$ cat config.mk
export PLATFORM = sky130hd
export DESIGN_NAME = dm_access_arbiter
export DESIGN_NICKNAME = d
export VERILOG_FILES = /design/src/rtl/dm_access_arbiter.sv
export SDC_FILE = /design/constraint.sdc
export NUM_CORES = 1
export LEC_CHECK = 0
export CORE_AREA = 2 2 94 96
export CTS_CLUSTER_DIAMETER = 50
export DETAILED_ROUTE_END_ITERATION = 7
export DIE_AREA = 0 0 96 98
export GPL_ROUTABILITY_DRIVEN = 0
export MAX_ROUTING_LAYER = met4
export PLACE_DENSITY = 0.81
export SYNTH_ARGS = -nofsm -noshare
export SYNTH_HDL_FRONTEND = slang
export SYNTH_SLANG_ARGS = --single-unit
$ cat constraint.sdc
create_clock -name clk -period 2.58 [get_ports clk]
set_clock_uncertainty 0.2 [all_clocks]
set_input_delay 0.516 -clock clk [delete_from_list [all_inputs] [get_ports clk]]
set_output_delay 0.516 -clock clk [all_outputs]
set_load 0.05 [all_outputs]
$ cat src/rtl/dm_access_arbiter.sv
// Arbitrates the single data-memory port between the EX-stage load/store port (cpu)
// and a loader/DMA port (dma); CPU has fixed priority bounded by a starvation counter.
module dm_access_arbiter #(
    parameter int AW           = 16,
    parameter int DW           = 16,
    parameter int STARVE_LIMIT = 4
) (
    input  logic          clk,
    input  logic          reset,
    input  logic          cpu_req,
    input  logic          cpu_rw,
    input  logic [AW-1:0] cpu_addr,
    input  logic [DW-1:0] cpu_wdata,
    output logic          cpu_stall,
    output logic          cpu_rvalid,
    output logic [DW-1:0] cpu_rdata,
    input  logic          dma_req,
    input  logic          dma_rw,
    input  logic [AW-1:0] dma_addr,
    input  logic [DW-1:0] dma_wdata,
    output logic          dma_gnt,
    output logic          dma_rvalid,
    output logic [DW-1:0] dma_rdata,
    output logic [AW-1:0] mem_addr,
    output logic [DW-1:0] mem_wdata,
    output logic          mem_en,
    output logic          mem_rw,
    output logic          mem_mux_sel,
    input  logic [DW-1:0] mem_rdata
);

    localparam logic [3:0] LIMIT = 4'(STARVE_LIMIT);

    logic [3:0]    starve_cnt;
    logic          at_limit;
    logic          win_dma;
    logic          win_cpu;
    logic          win_any;
    logic          win_rw;
    logic [AW-1:0] win_addr;
    logic [DW-1:0] win_wdata;

    // Read-response tags: stage 1 = command on the bus, stage 2 = mem_rdata valid.
    logic s1_valid, s1_tag;
    logic s2_valid, s2_tag;

    // Gating with reset keeps both ports from being granted while held in reset.
    assign at_limit  = (starve_cnt == LIMIT);
    assign win_dma   = reset & dma_req & (~cpu_req | at_limit);
    assign win_cpu   = reset & cpu_req & ~win_dma;
    assign cpu_stall = cpu_req & ~win_cpu;
    assign dma_gnt   = win_dma;

    assign win_any   = win_cpu | win_dma;
    assign win_rw    = win_dma ? dma_rw    : cpu_rw;
    assign win_addr  = win_dma ? dma_addr  : cpu_addr;
    assign win_wdata = win_dma ? dma_wdata : cpu_wdata;

    always_ff @(posedge clk or negedge reset) begin
        if (!reset) begin
            starve_cnt <= '0;
        end else if (win_dma || !dma_req) begin
            starve_cnt <= '0;
        end else if (win_cpu && !at_limit) begin
            starve_cnt <= starve_cnt + 4'd1;
        end
    end

    always_ff @(posedge clk or negedge reset) begin
        if (!reset) begin
            mem_en      <= 1'b0;
            mem_rw      <= 1'b0;
            mem_mux_sel <= 1'b0;
            mem_addr    <= '0;
            mem_wdata   <= '0;
        end else if (win_any) begin
            mem_en      <= 1'b1;
            mem_rw      <= win_rw;
            mem_mux_sel <= ~win_rw;
            mem_addr    <= win_addr;
            mem_wdata   <= win_wdata;
        end else begin
            mem_en      <= 1'b0;
            mem_rw      <= 1'b0;
            mem_mux_sel <= 1'b0;
        end
    end

    // Tag 1 marks a DMA-owned read; the tags shift in lockstep so responses keep issue order.
    always_ff @(posedge clk or negedge reset) begin
        if (!reset) begin
            s1_valid   <= 1'b0;
            s1_tag     <= 1'b0;
            s2_valid   <= 1'b0;
            s2_tag     <= 1'b0;
            cpu_rvalid <= 1'b0;
            dma_rvalid <= 1'b0;
            cpu_rdata  <= '0;
            dma_rdata  <= '0;
        end else begin
            s1_valid   <= win_any & ~win_rw;
            s1_tag     <= win_dma;
            s2_valid   <= s1_valid;
            s2_tag     <= s1_tag;
            cpu_rvalid <= s2_valid & ~s2_tag;
            dma_rvalid <= s2_valid & s2_tag;
            if (s2_valid && !s2_tag) begin
                cpu_rdata <= mem_rdata;
            end
            if (s2_valid && s2_tag) begin
                dma_rdata <= mem_rdata;
            end
        end
    end

endmodule

== Word-level counts from Yosys, hierarchy flattened ==
Cells that the tools add are included.
Word-level totals
  bits in registers: 77
  latch bits: 0
  RAM bits: 0
  memory bits (read-only): 0
  bits of input ports: 86
  output and inout port bits: 71
  logic and storage cells: 47
  memories kept: 0
Operators by class
  add/subtract/negate cells: 1
  $mul: 0
  divide/modulo/power cells: 0
  $lt $le $gt $ge: 0
  eq/ne operators: 1
  shift operators: 0
  muxes and demuxes: 8
  bitwise operators: 15
  reduce and logical (&&, ||, !) cells: 8
Operators by type and width (number)
  $mux 16: 2
  $and 1x1->1: 8
  $mux 4: 2
  $not 1->1: 5
  $add 4x1->4 const B: 1
  $eq 4x3->1 const B: 1
  $mux 1: 4
  $logic_and 1x1->1: 3
  $logic_not 1->1: 3
  $or 1x1->1: 2
  $reduce_bool 2->1: 1
  $logic_or 1x1->1: 1

== Depth between registers and ports, before layout ==
Gate-level depths: netlist (run 1).
  depth in word-level cells: 8
  gate-level depth with buffers: 7

== Worst setup path before layout (run 1) ==
OpenSTA, ideal clock, no wires.
  path kind: flip-flop to output port
  start: reg starve_cnt[0]
  end: out cpu_stall
  arrival time: 1.856 ns
  required time: 1.864 ns
  slack: 0.008 ns
  cell stages (with the launch flop): 7
  path buffers: 1
  path through: dfrtp_1 inv_1 ha_1 nand3b_4 a211oi_4 buf_6 o21a_1
On the way
  cells in the longest elaborated chain, start to end: 7
RTL lines
  start, declared: RTL line 34  | logic [3:0] starve_cnt;
  start signal, assigned: RTL line 65  | starve_cnt <= starve_cnt + 4'd1;
  $eq 4x3->1: RTL line 48  | assign at_limit = (starve_cnt == LIMIT);
  $or 1x1->1: RTL line 49  | assign win_dma = reset & dma_req & (~cpu_req | at_limit);
  $and 1x1->1: RTL line 49
  via dma_gnt: RTL line 21  | output logic dma_gnt,
  $not 1->1: RTL line 50  | assign win_cpu = reset & cpu_req & ~win_dma;
  $and 1x1->1: RTL line 50
  $not 1->1: RTL line 51  | assign cpu_stall = cpu_req & ~win_cpu;
  $and 1x1->1: RTL line 51
  end, declared: RTL line 14  | output logic cpu_stall,
The timed path passes the listed nets, and every way through them passes these cells.

== Final worst setup path (run 1) ==
  start: reg starve_cnt[0]
  end: out cpu_stall
On the way
  cells in the longest elaborated chain, start to end: 7
RTL lines (RTL line)
  $eq 4x3->1: 48
  $or 1x1->1: 49
  $and 1x1->1: 49
  $not 1->1: 50
  $and 1x1->1: 50
  $not 1->1: 51
  $and 1x1->1: 51
Every way passes these cells.

==> results by group, run 1 <==
Pwr
  • Portion of total power attributed to the clock network: roughly 28%
  • Pwr Density: about 800 mW/mm^2
  • Switching part of the total power: 35.1%
  • Leakage: between 2 and 2.5 nW
  • Internal cell power: approximately 0.0027 W
  • Power share of the sequential group: 35.5%
  • NetSw: 0.00148 W
  • Fraction of power consumed by combinational cells: 36.8%
  • Design Power: 0.00421 W
  • Maximum vdd ir drop: 0.000338 V

Synthesis
  • Sequential share of the synthesized area: between 50 and 60%
  • Avg Cell Area, Syn: 14.3 um^2
  • Number of synthesized flops with an enable pin: 0
  • Biggest area consumer among synthesized cells: dfrtp_1
  • Synthesized netlist net count: approximately 320
  • Count of yosys warnings during synthesis: 0
  • Syn Std Cell Area: 0.00335 mm^2
  • Post-synthesis register bit count: between 70 and 80
  • Commonest register cell after synthesis: dfrtp_1
  • Fraction of post-synthesis cell area in the top cell type by area: 56.8%
  • FFs w/ async S/R, synth: between 90% and 100%
  • Number of unique standard cell types used by synthesis: 26
  • Cell types with the largest area share after synthesis: dfrtp_1 (57%), mux2_2 (11%), o2111a_1 (11%)
  • Synthesized netlist cell count: 234

STA
  • Number of setup violations in the final report: 0
  • Tcrit/Tclk final: a little over nine tenths
  • Worst slew pin tran: between 700 and 800 ps
  • Max-Slew Margin vs Limit: between 50 and 60%
  • Fmax: approximately 400 MHz
  • Worst hold margin: roughly 0.68 ps
  • Max-slew violation count: 0
  • Endpoints failing hold: 0
  • RSZ-0062 raised after global routing: no
  • Setup TNS: 0 ps
  • Crit path time final: around 2500 ps
  • Slack of the critical path: 81.7 ps

Detailed routing
  • DRC: 0
  • Vias after detailed routing: approximately 2800
  • Number of DRC violations after detailed-routing iteration 0: roughly 80
  • Routed wire length per instance: roughly 18 um
  • Sum of routed wire length over all layers: between 8000 and 9000 um
  • Number of vias per cell after detailed routing: about 5.5
  • Detailed-router iteration count before antenna repair: 4
  • ANT nets after route: 0

Setup path
  • Maximum fanout along the worst path: 5
  • Type of element capturing the critical path: primary output
  • Critical Path Source Type: flop
  • Reg2reg setup slack: 560 ps
  • Startpoint of the lowest-slack register-to-register path: starve_cnt[0]
  • Critical Path AT: around 1800 ps
  • Worst Path Required: 1860 ps
  • Classification of the worst setup path: flop to primary output
  • Capture instance of the worst register-to-register path: mem_wdata[12]
  • Worst reg2reg path depth: 7

CTS
  • Clock root buffer: clkbuf_8
  • Register clock-pin slew on the reported worst setup and hold paths: ~80 ps
  • TritonCTS clock tree: built
  • CTS Hold Buffers Added: 0
  • H-tree depth: 3
  • Post-CTS setup buffer count: 0
  • Clock tree buffer depth: 2
  • Sink Count: 76
  • Clock latency reported for the late side of the worst-skew pair: approximately 340 ps
  • TritonCTS Buffers: 9
  • Number of cells upsized or downsized after cts: 0

Cells and area
  • Filler Cell Count: about 680
  • Ant. Diodes: 0
  • Fraction of final layout cells with drive strength greater than 1: roughly 17%
  • Multi-input gate area: around 0.0013 mm^2
  • Signed area change from the synthesized netlist to the final layout: 57.4%
  • Sequential cell area in the final layout: around 0.0019 mm^2
  • Final net count: 475

Global routing
  • Number of antenna violations at the first check in global routing: 0
  • Aggregate global-route resource usage: 19.4%
  • First-pass GRT wire length: 14000 um
  • Largest net degree at the start of global routing: a little under 90
  • Leftover overflow at the end of global routing: 0
  • Number of global-route vias before repair: approximately 2800

Floorplanning
  • Placeable core area: around 0.0085 mm^2
  • Placement row count: 34
  • Initial standard-cell utilization of the core: between 30% and 40%
  • Number of placed I/O pins: ~160
  • Die boundary width: around 96 um
  • Die outline area: about 0.0094 mm^2
  • Overall die height: between 90 and 100 um

Placed design
  • Worst setup slack before clock tree synthesis: roughly 230 ps
  • IO Port Bufs: about 160
  • DPL Wire Length: a little over 6000 um

Run status
  • Outcome: complete, no violations

Min path
  • Hold crit path type: input pin to async pin

Job
  • Max cap viols: 0
## cells in the mapped netlist (2+ instances only)
cell,n
clkbuf_1,10
inv_1,6
buf_2,8
nand4_1,3
ha_1,2
mux2_2,33
o2111a_1,32
nor2_1,2
a21oi_1,4
dfrtp_1,76
buf_6,7
nor2b_1,3
nand2_1,4
a221o_1,32
## cells in the final DEF (no fill, tap or decap), drive strengths merged, types with 3 or more instances in the layout
| master | instances |
|---|---|
| clkdlybuf4s50 | 153 |
| dfrtp | 76 |
| nand2 | 4 |
| nand4 | 3 |
| buf | 15 |
| o2111a | 32 |
| bufinv | 4 |
| inv | 6 |
| nor2b | 3 |
| a21oi | 4 |
| clkbuf | 9 |
| mux2 | 33 |
| a221o | 32 |
## cells by family (layout without fill, tap and decap cells)
group / after synthesis / count (layout) / synth area share, %
flip-flops: 76 / 76 / 56.8
AO/OA/AOI/OAI: 75 / 75 / 22.9
multiplexers: 33 / 33 / 11.1
buffers and inverters: 32 / 189 / 5.45
AND/OR/NAND/NOR: 16 / 16 / 3.10
adder cells (fa/ha/maj): 2 / 2 / 0.747
## worst max path at each step
stage / from / to / slack [ps]
2_1_floorplan: starve_cnt[0] / cpu_stall / 8
3_3_place_gp: cpu_req / cpu_stall / 240
3_5_place_dp: cpu_req / cpu_stall / 230
4_1_cts: starve_cnt[0] / cpu_stall / 60
5_1_grt: starve_cnt[1] / cpu_stall / 20
6_report: starve_cnt[0] / cpu_stall / 80
## per-layer routing
metal,GRT usage (%),vias to the layer above,share of wire [%],wire (um)
met2,30.2,147,48,4220
met5,-,-,0,0
met1,25.1,1344,42,3730
met4,6.59,0,1.8,161
li1,-,1244,-,-
met3,4.24,15,8.0,704
## per-stage QoR
| stage | cells | utilization, % | area (um^2) |
|---|---|---|---|
| floorplan | 234 | - | 3350 |
| CTS | 499 | 62.3 | 5270 |
| global route | 499 | 62.3 | 5270 |
| finish | 499 | 62.3 | 5270 |
| global placement | 484 | 59.2 | 5010 |
| detailed placement | 484 | 59.2 | 5010 |
## flip-flops by register name, indices dropped and copies added, names as in the netlist, 4 cells and up
name and count:
mem_wdata 16, dma_rdata 16, cpu_rdata 16, starve_cnt 4, mem_addr 16
## area by class of cell
cell class	count	share of cell area, %
timing repair buffer	168	31.9
multi-input combinational	126	24.1
sequential	76	36.1
clock buffer	9	2.35
inverter	6	0.427
tap	108	2.56
clock inverter	6	2.61
## power by group through the flow
stage	clock, W	combinational, W	sequential (W)
after detailed placement	0	0.00156	0.00151
final	0.00117	0.00155	0.00149
after global routing	0.00125	0.00162	0.00152
after floorplan	0	0.000255	0.00219
after CTS	0.00120	0.00156	0.00149
after global placement	0	0.00154	0.00151
## worst max-delay path: stages, from the launching register on
cell      delay, ps
dfrtp_1         430
inv_1           100
ha_1            210
nand3b_4        110
a211oi_4        280
o21a_1          190
buf_12          140
No activity file was read; power rests on OpenSTA's default activity.
==> run 2: changes to the inputs <==
--- a/config.mk
+++ b/config.mk
@@ -7,6 +7,7 @@
 export LEC_CHECK = 0
 export CORE_AREA = 2 2 94 96
 export CTS_CLUSTER_DIAMETER = 50
+export CTS_CLUSTER_SIZE = 40
 export DETAILED_ROUTE_END_ITERATION = 7
 export DIE_AREA = 0 0 96 98
 export GPL_ROUTABILITY_DRIVEN = 0
==> results of run 2 <==
Final layout, timing and power as in run 1 (identical DEF).
==> run 3: changes to the inputs <==
--- a/config.mk
+++ b/config.mk
@@ -16,3 +16,4 @@
 export SYNTH_ARGS = -nofsm -noshare
 export SYNTH_HDL_FRONTEND = slang
 export SYNTH_SLANG_ARGS = --single-unit
+export TNS_END_PERCENT = 10
==> results of run 3 <==
Final layout, timing and power as in run 1 (identical DEF).
